<file path="src/rtl/tib_loader.sv">
// Host byte stream -> terminal input buffer line editor for the eJ32 outer interpreter.
// Edits one line into SPRAM, runs the core on it, and re-clamps the core when it is done.
module tib_loader #(
    parameter int unsigned ASZ    = 17,
    parameter int unsigned TIB    = 'h1000,
    parameter int unsigned TIB_SZ = 'h100,
    localparam int unsigned IW    = $clog2(TIB_SZ)
) (
    input  logic           clk,
    input  logic           rst,
    input  logic           rx_valid,
    input  logic [7:0]     rx_data,
    output logic           rx_ready,
    output logic           mem_sel,
    output logic           mem_we,
    output logic [ASZ-1:0] mem_addr,
    output logic [7:0]     mem_wdata,
    output logic           core_clr,
    input  logic           core_done,
    output logic [IW-1:0]  line_len,
    output logic           overflow
);

    localparam logic [IW-1:0]  IdxMax  = IW'(TIB_SZ - 1);
    localparam logic [ASZ-1:0] TibBase = ASZ'(TIB);

    localparam logic [7:0] ChBs = 8'h08;
    localparam logic [7:0] ChLf = 8'h0A;
    localparam logic [7:0] ChCr = 8'h0D;

    typedef enum logic [1:0] {StLoad, StTerm, StRun} state_t;

    state_t          state_q, state_d;
    logic [IW-1:0]   idx_q, idx_d;
    logic            we_q, we_d;
    logic [ASZ-1:0]  addr_q, addr_d;
    logic [7:0]      wdata_q, wdata_d;
    logic            sel_q, sel_d;
    logic            clr_q, clr_d;
    logic [IW-1:0]   len_q, len_d;
    logic            ovf_q, ovf_d;
    logic            accept;

    always_ff @(posedge clk) begin
        if (rst) begin
            state_q <= StLoad;
            idx_q   <= '0;
            we_q    <= 1'b0;
            addr_q  <= TibBase;
            wdata_q <= 8'h00;
            sel_q   <= 1'b1;
            clr_q   <= 1'b1;
            len_q   <= '0;
            ovf_q   <= 1'b0;
        end else begin
            state_q <= state_d;
            idx_q   <= idx_d;
            we_q    <= we_d;
            addr_q  <= addr_d;
            wdata_q <= wdata_d;
            sel_q   <= sel_d;
            clr_q   <= clr_d;
            len_q   <= len_d;
            ovf_q   <= ovf_d;
        end
    end

    assign rx_ready = (state_q == StLoad) & ~rst;
    assign accept   = rx_valid & rx_ready;

    always_comb begin
        state_d = state_q;
        idx_d   = idx_q;
        we_d    = 1'b0;
        addr_d  = addr_q;
        wdata_d = wdata_q;
        sel_d   = sel_q;
        clr_d   = clr_q;
        len_d   = len_q;
        ovf_d   = ovf_q;

        case (state_q)
            StLoad: begin
                if (accept) begin
                    case (rx_data)
                        ChCr: begin
                        end
                        ChBs: begin
                            if (idx_q != '0) begin
                                idx_d = idx_q - IW'(1);
                            end
                        end
                        ChLf: begin
                            // Terminator write is issued from the registered strobe during TERM.
                            we_d    = 1'b1;
                            addr_d  = TibBase + ASZ'(idx_q);
                            wdata_d = 8'h00;
                            state_d = StTerm;
                        end
                        default: begin
                            if (idx_q != IdxMax) begin
                                we_d    = 1'b1;
                                addr_d  = TibBase + ASZ'(idx_q);
                                wdata_d = rx_data;
                                idx_d   = idx_q + IW'(1);
                            end else begin
                                ovf_d = 1'b1;
                            end
                        end
                    endcase
                end
            end
            StTerm: begin
                len_d   = idx_q;
                sel_d   = 1'b0;
                clr_d   = 1'b0;
                state_d = StRun;
            end
            StRun: begin
                if (core_done) begin
                    clr_d   = 1'b1;
                    sel_d   = 1'b1;
                    idx_d   = '0;
                    ovf_d   = 1'b0;
                    state_d = StLoad;
                end
            end
            default: begin
                state_d = StLoad;
            end
        endcase
    end

    assign mem_sel   = sel_q;
    assign mem_we    = we_q;
    assign mem_addr  = addr_q;
    assign mem_wdata = wdata_q;
    assign core_clr  = clr_q;
    assign line_len  = len_q;
    assign overflow  = ovf_q;

endmodule

</file>
<file path="config.mk">
export PLATFORM = sky130hd
export DESIGN_NAME = tib_loader
export DESIGN_NICKNAME = d
export VERILOG_FILES = /design/src/rtl/tib_loader.sv
export SDC_FILE = /design/constraint.sdc
export NUM_CORES = 1
export LEC_CHECK = 0
export ABC_AREA = 1
export ABC_CLOCK_PERIOD_IN_PS = 1850
export BUFFER_PORTS_ARGS = -buffer_cell sky130_fd_sc_hd__buf_2
export CAP_MARGIN = 15
export CORE_ASPECT_RATIO = 0.6
export CORE_MARGIN = 2
export CORE_UTILIZATION = 52
export DETAILED_ROUTE_END_ITERATION = 6
export PLACE_DENSITY = 0.77
export SETUP_SLACK_MARGIN = 0.4
export SYNTH_ARGS = -nofsm -noshare
export SYNTH_HDL_FRONTEND = slang
export SYNTH_SLANG_ARGS = --single-unit
export TNS_END_PERCENT = 5
</file>
<file path="constraint.sdc">
create_clock -name clk -period 1.85 [get_ports clk]
set_input_delay 0.185 -clock clk [delete_from_list [all_inputs] [get_ports clk]]
set_output_delay 0.185 -clock clk [all_outputs]
set_load 0.005 [all_outputs]
</file>
Word-level counts from Yosys, hierarchy flattened
Cells that the tools add are included.
{"block": "word_totals", "ff_bits": 46, "in_bits": 12, "output_inout_bits": 38}
{"block": "classes", "n_addsub": 3, "eq_ne": 14, "mux": 23, "bitwise": 6, "reduce_logical": 14}
{"operator": "case mux 8 bit (2 select lines)", "n": 3}
{"operator": "2-to-1 mux 8 bit", "n": 5}
{"operator": "case mux 17 bit (2 select lines)", "n": 1}
{"operator": "equality test 8 x 4 -> 1 bit, second input constant", "n": 3}
{"operator": "2-to-1 mux 17 bit", "n": 1}
{"operator": "adder 13 x 8 -> 14 bit, first input constant", "n": 1}
{"operator": "inequality test 2 bit, second input constant", "n": 5}
{"operator": "adder 8 x 1 -> 8 bit, second input constant", "n": 1}
{"operator": "inequality test 8 bit, second input constant", "n": 1}
{"operator": "nonzero test 8 bit", "n": 1}
{"operator": "subtractor 8 x 1 -> 8 bit, second input constant", "n": 1}
{"operator": "2-to-1 mux 1 bit", "n": 6}
{"operator": "2-to-1 mux 2 bit", "n": 3}
{"operator": "case mux 1 bit (2 select lines)", "n": 3}
{"operator": "case mux 2 bit (3 select lines)", "n": 1}
{"operator": "AND reduction 6 bit", "n": 1}
{"operator": "nonzero test 2 bit", "n": 3}
{"operator": "OR reduction 3 bit", "n": 2}
{"operator": "AND reduction 5 bit", "n": 1}
{"operator": "inverter 1 bit", "n": 4}
{"operator": "AND reduction 4 bit", "n": 1}
{"operator": "OR reduction 2 bit", "n": 2}
{"operator": "inequality test 3 x 1 -> 1 bit, second input constant", "n": 1}
{"operator": "inequality test 3 bit, second input constant", "n": 1}
{"operator": "7 further kinds", "n": 8}

Longest topological paths before layout
Gate-level depths: netlist (run 1).
{"block": "logic_depth", "word_depth": 5, "mapped_depth": 17, "ltp_nobuf": 17}

Worst setup path after synthesis (run 1)
No wires, ideal clock.
{"block": "synth_timing", "path_type": "input to register", "startpoint": "input rx_data[2]", "endpoint": "register idx_q[4]", "t_arrival_ns": 1.499, "required_ns": 1.731, "slack_ns": 0.231, "cell_stages": 14, "cell_sequence": "inv_1 > nand2_2 > nor2_4 > nand3_2 > nand2_1 > inv_1 > ha_1 > inv_1 > nand2_1 > nand3_2 > o21ai_1 > or2_1 > nand3_1 > a21oi_1"}
{"block": "synth_between", "elab_chain_len": 5}
{"element": "from (decl)", "line": "12", "source": "input logic [7:0] rx_data,"}
{"element": "equality test 8 x 4 -> 1 bit", "line": "85", "source": "case (rx_data)"}
{"element": "OR reduction 2 bit (no line)"}
{"element": "case mux 8 bit (2 select lines)", "line": "85"}
{"element": "2-to-1 mux 8 bit", "line": "84", "source": "if (accept) begin"}
{"element": "case mux 8 bit (2 select lines)", "line": "82", "source": "case (state_q)"}
{"element": "to (signal assigned)", "line": "57", "source": "idx_q <= idx_d;"}
{"element": "to (decl)", "line": "34", "source": "logic [IW-1:0] idx_q, idx_d;"}
Parallel ways exist; a longest one is shown, timed or not. The select of a mux whose other input is x is not followed.
A chain may end at the register's enable or synchronous reset.

Worst setup path in the final report (run 1)
{"block": "layout_timing", "startpoint": "register idx_q[3]", "endpoint": "register idx_q[3]"}
{"block": "layout_between", "elab_chain_len": 5}
{"element": "adder 8 x 1 -> 8 bit / subtractor 8 x 1 -> 8 bit (equally long branches)", "line": "105, 90"}
{"element": "2-to-1 mux 8 bit (on tied branches)", "line": "101, 89"}
{"element": "case mux 8 bit (2 select lines)", "line": "85"}
{"element": "2-to-1 mux 8 bit", "line": "84"}
{"element": "case mux 8 bit (2 select lines)", "line": "82"}
Parallel ways exist; a longest one is shown, timed or not. The select of a mux whose other input is x is not followed.

==> metrics.txt, run 1 <==
GRT overflow=0; Post-synth EDFFs=0; FF/Latch Area=755.7 sq um; CTS H-Tree Depth=2; footprint of the multi-input gates=1067 sq um; final hold slack=0.1210 ns; sw frac=25.75%; cell area after placement=2158 sq um; die area=4142 sq um; Post-CTS Hold Fix Bufs=0; nets=329; Post-Layout Cell Count=361; Syn Area/Cell=7.458 sq um; Hold Crit Class=in2reg; Power Total=1.745 mW; Placed Cells=339; Post-DP HPWL=3447 um; worst skew pair latency=0.31 ns; Synth Cell Area=1887 sq um; Max Buffers Root-to-Sink=2; Post-synth ARST share=0%; Gate power share=10.4%; Max Cap Violations=0; initial antenna violation count=0; TritonCTS buffer count=5; Vias=1913; Max Clock Freq=653.8 MHz; Core Util, Final=75.11%; power per standard cell area=690.9 nW/um^2; count of buffers from port buffering=40; crit path DAT=1.77 ns; Crit Path Max Fanout=8; RSZ-0062 raised after global routing=true; Max Slew Vio Count=0; Crit Path Category=reg2reg; sequential share of power=47.8%; post-synthesis register bit count=37; layout cells sized above 1=44.62%; ys flop type=dfxtp_1; setup TNS=0 ns; final setup vio count=0; Seq/Total Area, Yosys=39.26%; # fillers=273; cell area after layout=2526 sq um; Hold Fails Final Rpt=0; drt first pass iters=4; Layout Skew=0.006793 ns; Critical Path Start Type=flop; Via-to-Cell Ratio=5.299; Ant. Diodes=0; Routability Congestion=0.9018; crit end category=flop; drt initial violations=134; IO Count=50; Lkg Pwr=1.226 nW; Cells after Synth=253; clock-pin slew on the worst setup and hold paths=0.08 ns; YS warnings=0; # rows=16; DP Worst Slack=0.01061 ns; Int Pwr=1.296 mW; minimum clock period=1.529 ns; Root Buffer=clkbuf_8; global-route wire length before repair=8390 um; DRC=0; WL per Instance=14.33 um; die height=50.66 um; Tcrit/Tclk final=82.67%; Num Clock Sinks=37; initial core utilization=56.10%; Worst VDD drop=0.0006476 V; Clock Power Share=41.9%; Routed WL=5172 um; Detail Route Antenna Nets=0; largest net degree at the start of global routing=19; status=finished, final reports clean; Netlist cell types=34; CTS tree=yes; Core Region=3363 sq um; vias in the first global route=1755; GRT Total Usage=27.38%; Crit path required time=2.09 ns; Switching Power=0.4494 mW; setup ws final=0.3206 ns; Die W=81.77 um; area grow syn2layout=33.89%
[layer usage]
layer  up-vias  wire [um]  GRT usage [%]
li1        948          -              -
met1       861       2365          36.20
met2        87       2220          40.51
met3        17        453          8.094
met4         0        132          13.33
met5         -          0              0
[area by class of cell]
type	count	area share, %
multi-input cells	175	42.25
flip-flops and latches	37	29.92
repair buffers	66	16.49
inverters	30	4.557
clock buffers	5	2.724
well taps	45	2.229
clock inverters	3	1.833
[registers in the layout, summed over array words and instances (netlist names)]
register / flops
mem_wdata: 8
state_q: 2
mem_addr: 8
idx_q: 8
line_len: 8
core_clr: 1
overflow: 1
mem_we: 1
[synth_stat cells, types with 2 or more instances]
master / instances / area share [%]
buf_4: 12 / 4.8
or2_1: 2 / 0.66
o21ai_0: 9 / 2.4
o21ai_1: 16 / 4.2
nand2_1: 38 / 7.6
buf_2: 3 / 0.80
nor3_1: 3 / 0.80
nand3_1: 21 / 5.6
nand4_1: 4 / 1.3
inv_2: 10 / 2.0
conb_1: 2 / 0.40
nand3_2: 4 / 2.1
dfxtp_1: 37 / 39
nor2_1: 11 / 2.2
inv_1: 20 / 4.0
a21oi_1: 32 / 8.5
clkbuf_1: 3 / 0.60
nand2_2: 9 / 3.0
ha_1: 2 / 1.3
[power by group through the flow]
stage                     Combinational, mW  Clock (mW)  Sequential, mW
final                                 0.181       0.731           0.834
after CTS                             0.172       0.734           0.833
after global placement                0.150           0           0.854
after floorplan                       0.103           0           0.856
after global routing                  0.200       0.775           0.837
after detailed placement              0.152           0           0.855
[path summary, 6_finish.rpt]
| path | startpoint | end | slack, ns | cells past startpoint |
|---|---|---|---|---|
| max | idx_q[3] | idx_q[3] | 0.32 | 10 |
| min | rx_data[5] | mem_wdata[5] | 0.12 | 3 |
| max reg2reg | idx_q[3] | idx_q[3] | 0.32 | 10 |
| min reg2reg | mem_wdata[3] | mem_wdata[3] | 0.47 | 2 |
[critical path, cell delays in order, from the launching register on]
cell and delay, ns:
dfxtp_4 0.36, buf_12 0.13, nor2_4 0.12, nand3_2 0.09, nor2_2 0.13, nand3_2 0.11, nand2_1 0.10, nand2_1 0.08
nand2_4 0.13, nand2_1 0.08, a21oi_2 0.13
[cells in the final DEF, fill, tap and decap left out, types with 2 or more instances in the layout]
master	n
a21oi_1	29
inv_1	15
or2_1	2
buf_6	3
conb_1	9
o21ai_0	9
o21ai_2	2
a21oi_2	4
dfxtp_4	3
dfxtp_1	31
nor2_4	3
buf_2	41
inv_2	14
nand2_4	3
nand3_4	2
nor2_1	8
nand3_2	6
nand3_1	17
nand2_1	26
clkbuf_8	5
nor3_1	3
buf_4	21
nand2_2	19
o21ai_1	14
dfxtp_2	3
nand4_1	4
[repair_timing]
| item | in CTS | in global routing |
|---|---|---|
| setup endpoints to repair | 23 | 26 |
| setup buffers | 12 | 1 |
| pin swaps | 14 | 9 |
| gates resized for setup | 30 | 15 |
| cloned | 1 | 0 |
[logic make-up after synthesis]
| kind of cell | after synthesis | synth area share (%) |
|---|---|---|
| adder cells (fa/ha/maj) | 2 | 1.326 |
| other | 2 | 0.3980 |
| buffers and inverters | 48 | 12.14 |
| AO/OA/AOI/OAI | 62 | 17.97 |
| flip-flops | 37 | 39.26 |
| AND/OR/NAND/NOR | 101 | 28.45 |
| XOR/XNOR | 1 | 0.4643 |
(Power assumes the default switching activity.)
==> run 2: changes to the inputs <==
- ABC_CLOCK_PERIOD_IN_PS: 1850 -> 1450
- clock period: 1.85 -> 1.45 ns (I/O delays scaled with it)
==> run 2 against run 1 <==
Against the previous run:
- register-to-register slack worse by 0.49 ns
- worst hold slack worse by 0.030 ns
- critical endpoint is now idx_q[1]
- cell count is 7.5% higher
- power is 22% higher
- the flow now finishes with violations (negative setup slack)
- non-clock buffer count is 27 higher
- sequential power is 28% higher
==> metrics.txt, run 2 (synthesized netlist as in run 1, its figures left out) <==
global-route wire length before repair=8590 um (was 8390 um); initial core utilization=56.10% (unchanged); clock-pin slew on the worst setup and hold paths=0.08 ns (about the same); GRT Total Usage=27.95% (was 27.38%); Ant. Diodes=0 (unchanged); Max Cap Violations=0 (unchanged); busiest metal layer after global routing=met2 (unchanged); die area=4142 sq um (unchanged); Routed WL=6002 um (was 5172 um); count of buffers from port buffering=40 (unchanged); GR met2 Demand/Resource=43.09% (was 40.51%); Post-DP HPWL=3610 um (was 3447 um); cell area after layout=2808 sq um (was 2526 sq um); TritonCTS buffer count=5 (unchanged); Die W=81.77 um (unchanged); Vias=2097 (was 1913); Tcrit/Tclk final=111.6% (was 82.67%); WL per Instance=15.47 um (was 14.33 um); Num Clock Sinks=37 (unchanged); CTS tree=yes (unchanged); crit end category=flop (unchanged); CTS H-Tree Depth=2 (unchanged); Worst VDD drop=0.0006633 V (was 0.0006476 V); DP Worst Slack=-0.3066 ns (was 0.01061 ns); Root Buffer=clkbuf_8 (unchanged); nets=356 (was 329); power per standard cell area=757.5 nW/um^2 (was 690.9 nW/um^2); met1 GRT Util=38.38% (was 36.20%); GR Util met3=6.835% (was 8.094%); IO Count=50 (unchanged); crit path DAT=1.82 ns (was 1.77 ns); violated checks=negative setup slack; area grow syn2layout=48.81% (was 33.89%); Critical Path Start Type=flop (unchanged); Crit Path Max Fanout=8 (unchanged); final setup vio count=24 (was 0); status=complete, but fails checks (was finished, final reports clean); # rows=16 (unchanged); Hold Crit Class=in2reg (unchanged); Max Clock Freq=618.0 MHz (was 653.8 MHz); Detail Route Antenna Nets=0 (unchanged); largest net degree at the start of global routing=19 (unchanged); Hold Fails Final Rpt=0 (unchanged); Max Slew Vio Count=0 (unchanged); most frequent cells in the layout=buf_4, buf_2, dfxtp_1 (was buf_2, dfxtp_1, a21oi_1); minimum clock period=1.618 ns (was 1.529 ns); Via-to-Cell Ratio=5.405 (was 5.299); commonest non-fill, non-tap cell in the layout=buf_4 (was buf_2); Crit path required time=1.66 ns (was 2.09 ns); worst skew pair latency=0.30 ns (was 0.31 ns); Core Region=3363 sq um (unchanged); Core Util, Final=83.48% (was 75.11%); final hold slack=0.09087 ns (was 0.1210 ns); RSZ-0062 raised after global routing=true (unchanged); Lkg Pwr=1.355 nW (was 1.226 nW); Max Buffers Root-to-Sink=2 (unchanged); setup ws final=-0.1681 ns (was 0.3206 ns); GRT overflow=0 (unchanged); Crit Path Category=reg2reg (unchanged); Layout Skew=0.01055 ns (was 0.006793 ns); vias in the first global route=1809 (was 1755); die height=50.66 um (unchanged); drt initial violations=187 (was 134); drt first pass iters=5 (was 4); cell area after placement=2384 sq um (was 2158 sq um); initial antenna violation count=0 (unchanged); layout cells sized above 1=54.23% (was 44.62%); Routability Congestion=1.010 (was 0.9018); DRC=0 (unchanged)
run 2: what timing repair did:
action	4_1_cts	5_1_grt
gates cloned	1	0
endpoints found under the setup margin	36	37
hold buffers	0	0
buffers inserted	9	1
pin swaps	21	13
resized for setup	49	25
run 2: cell type report:
| cell class | instances | area [sq um] |
|---|---|---|
| multi-input combinational | 175 | 1144 |
| sequential | 37 | 753.2 |
| timing repair buffer | 93 | 645.6 |
| fill | 205 | 555.5 |
| inverter | 30 | 115.1 |
| clock buffer | 5 | 68.82 |
| tap | 45 | 56.30 |
| clock inverter | 3 | 25.02 |
run 2: report_power, final:
part	switching, mW	total (mW)	internal (mW)	leakage (nW)
registers	0.0235	1.07	1.05	0.306
logic	0.159	0.288	0.129	1.00
clock network	0.421	0.768	0.347	0.0447
run 2: through the flow:
stage               std cells  power (mW)  TNS [ns]
floorplan                 260       1.224   -0.2364
global placement          369       1.310    -2.417
detailed placement        369       1.315    -3.218
CTS                       387       2.097   -0.3775
global route              388       2.205    -3.466
finish                    388       2.127    -1.631
run 2: worst paths after layout:
check	startpoint	end	slack [ns]	depth (start not counted)
worst min-delay path	rx_data[7]	mem_wdata[7]	0.09	3
worst min register to register	mem_wdata[1]	mem_wdata[1]	0.47	2
worst max-delay path	idx_q[1]	idx_q[1]	-0.17	10
worst max register to register	idx_q[1]	idx_q[1]	-0.17	10
run 2: metal layers:
layer,routed length [um],share of wire [%]
met1,2586,43
met2,2741,46
met3,548,9.1
met4,125,2.1
met5,0,0
run 2: critical path, cell delays in order (launching register included):
cell     delay (ns)
dfxtp_4        0.40
nand4_1        0.07
or2_0          0.23
inv_1          0.11
buf_4          0.13
a21oi_4        0.04
nand2_1        0.09
nand2_2        0.08
nand2_4        0.12
nand2_1        0.09
a21oi_1        0.18
==> run 3: changes to the inputs <==
- RECOVER_POWER: unset -> 25
==> run 3 against run 2 <==
Against the previous run:
- highest routed layer unchanged
- critical path depth unchanged
- combinational power is essentially flat
- final area shrank 0.18%
- die area unchanged
- clock skew barely moved
- power barely moved
- the run still ends with negative setup slack left
- routed wire length down 0.70%
- critical endpoint is now mem_wdata[0]
==> metrics.txt, run 3 (synthesized netlist as in run 1, its figures left out) <==
crit end category=flop (unchanged); drt first pass iters=5 (unchanged); GRT Total Usage=27.95% (unchanged); DP Worst Slack=-0.3066 ns (unchanged); Hold Fails Final Rpt=0 (unchanged); setup slack, reg-to-reg=-0.12 ns (was -0.17 ns); setup ws final=-0.1218 ns (was -0.1681 ns); Detail Route Antenna Nets=0 (unchanged); largest net degree at the start of global routing=19 (unchanged); Max Clock Freq=636.2 MHz (was 618.0 MHz); slowest cell on the critical path=dfxtp_4 (unchanged); worst hold start=rx_data[7] (unchanged); drt initial violations=182 (was 187); Core Region=3363 sq um (unchanged); Root Buffer=clkbuf_8 (unchanged); Max Buffers Root-to-Sink=2 (unchanged); minimum clock period=1.572 ns (was 1.618 ns); vias in the first global route=1809 (unchanged); Worst VDD drop=0.0006614 V (was 0.0006633 V); GR met2 Demand/Resource=43.09% (unchanged); worst skew pair latency=0.30 ns (about the same); Ant. Diodes=0 (unchanged); power per standard cell area=758.2 nW/um^2 (was 757.5 nW/um^2); final setup vio count=24 (unchanged); Crit Path Category=reg2reg (unchanged); CP max stage delay=0.40 ns (about the same); global-route wire length before repair=8590 um (unchanged); Post-CTS Hold Fix Bufs=0 (unchanged); nets=356 (unchanged); Routed WL=5960 um (was 6002 um); IO Count=50 (unchanged); RSZ-0062 raised after global routing=true (unchanged); initial core utilization=56.10% (unchanged); setup TNS=-1.509 ns (was -1.631 ns); busiest metal layer after global routing=met2 (unchanged); layout cells sized above 1=53.06% (was 54.23%); Via-to-Cell Ratio=5.405 (unchanged); Vias=2097 (unchanged); Crit path required time=1.64 ns (was 1.66 ns); initial antenna violation count=0 (unchanged); die height=50.66 um (unchanged); Max Slew Vio Count=0 (unchanged); met1 GRT Util=38.38% (unchanged); count of buffers from port buffering=40 (unchanged); hold endpoint=mem_wdata[7] (unchanged); # fillers=208 (was 205); violated checks=negative setup slack (unchanged); crit path DAT=1.76 ns (was 1.82 ns); worst r2r src=idx_q[1] (unchanged); Lkg Pwr=1.338 nW (was 1.355 nW); CP cell instances=nand4_1, or2_0, inv_1, nand2_2, inv_2, nor3_4, buf_6, buf_8, o21ai_2, a21oi_2 (was nand4_1, or2_0, inv_1, buf_4, a21oi_4, nand2_1, nand2_2, nand2_4, nand2_1, a21oi_1); Post-DP HPWL=3610 um (unchanged); WL per Instance=15.36 um (was 15.47 um); # rows=16 (unchanged); DRC=0 (unchanged); Tcrit/Tclk final=108.4% (was 111.6%); Power Total=2.125 mW (was 2.127 mW); Register-to-Register Path Depth=10 (unchanged); Critical Path Start Type=flop (unchanged); final hold slack=0.09112 ns (was 0.09087 ns); commonest non-fill, non-tap cell in the layout=buf_4 (unchanged); most frequent cells in the layout=buf_4, buf_2, dfxtp_1 (unchanged); Max Cap Violations=0 (unchanged); Die W=81.77 um (unchanged); CTS tree=yes (unchanged); Hold Crit Depth=3 (unchanged); Worst R2R End=mem_wdata[0] (was idx_q[1]); CTS H-Tree Depth=2 (unchanged); area grow syn2layout=48.54% (was 48.81%); status=complete, but fails checks (unchanged); Core Util, Final=83.33% (was 83.48%); Routability Congestion=1.010 (unchanged); TritonCTS buffer count=5 (unchanged); Layout Skew=0.01077 ns (was 0.01055 ns); clock-pin slew on the worst setup and hold paths=0.08 ns (about the same); die area=4142 sq um (unchanged); GR Util met3=6.835% (unchanged); Crit Path Max Fanout=7 (was 8); GRT overflow=0 (unchanged); Hold Crit Class=in2reg (unchanged); Num Clock Sinks=37 (unchanged)
-- run 3: cell types whose count changed in the layout (fill, tap and decap cells not counted) --
cell | before | now
buf_2 | 41 | 37
clkbuf_1 | 0 | 4
-- run 3: worst max-delay path by stage --
stage                     startpoint           end  slack (ns)  depth (start not counted)
after global routing        idx_q[4]  mem_wdata[0]       -0.19                         10
after CTS                   idx_q[1]  mem_wdata[0]       -0.04                         10
after detailed placement  rx_data[2]      idx_q[4]       -0.31                         16
after global placement    rx_data[6]      idx_q[4]       -0.23                         15
final                       idx_q[1]  mem_wdata[0]       -0.12                         10
after floorplan           rx_data[2]      idx_q[7]       -0.08                         13
-- run 3: per-layer routing --
| metal | vias to the layer above | wire length (um) |
|---|---|---|
| met5 | - | 0 |
| met4 | 0 | 136 |
| met3 | 20 | 568 |
| met2 | 119 | 2726 |
| met1 | 962 | 2530 |
| li1 | 996 | - |
-- run 3: area by class of cell --
cell class              count  area (sq um)  area share, %
well taps                  45         56.30          2.009
repair buffers             93         640.6          22.86
inverters                  30         115.1          4.107
flip-flops and latches     37         753.2          26.87
multi-input cells         175          1144          40.80
clock buffers               5         68.82          2.455
clock inverters             3         25.02         0.8929
-- run 3: repair_timing --
| item | CTS | global route |
|---|---|---|
| buffers inserted | 9 | 1 |
| endpoints found under the setup margin | 36 | 37 |
| gates cloned | 1 | 0 |
| gates resized for setup | 49 | 25 |
| pin swaps | 21 | 13 |
-- run 3: through the flow --
stage               instance area, sq um  instances
finish                              2803        388
global placement                    2384        369
detailed placement                  2384        369
CTS                                 2708        387
floorplan                           1928        260
global route                        2803        388
-- run 3: worst max-delay path, delay by kind of cell, from the launching register on --
| kind | cells | cell delay [ns] |
|---|---|---|
| flip-flops | 1 | 0.40 |
| buffers and inverters | 4 | 0.42 |
| AO/OA/AOI/OAI | 2 | 0.20 |
| AND/OR/NAND/NOR | 4 | 0.43 |
-- run 3: power breakdown --
group | switching [mW] | leakage (nW) | total (mW) | internal, mW
logic | 0.158 | 0.988 | 0.287 | 0.128
clock network | 0.421 | 0.0447 | 0.768 | 0.347
registers | 0.0237 | 0.306 | 1.07 | 1.05
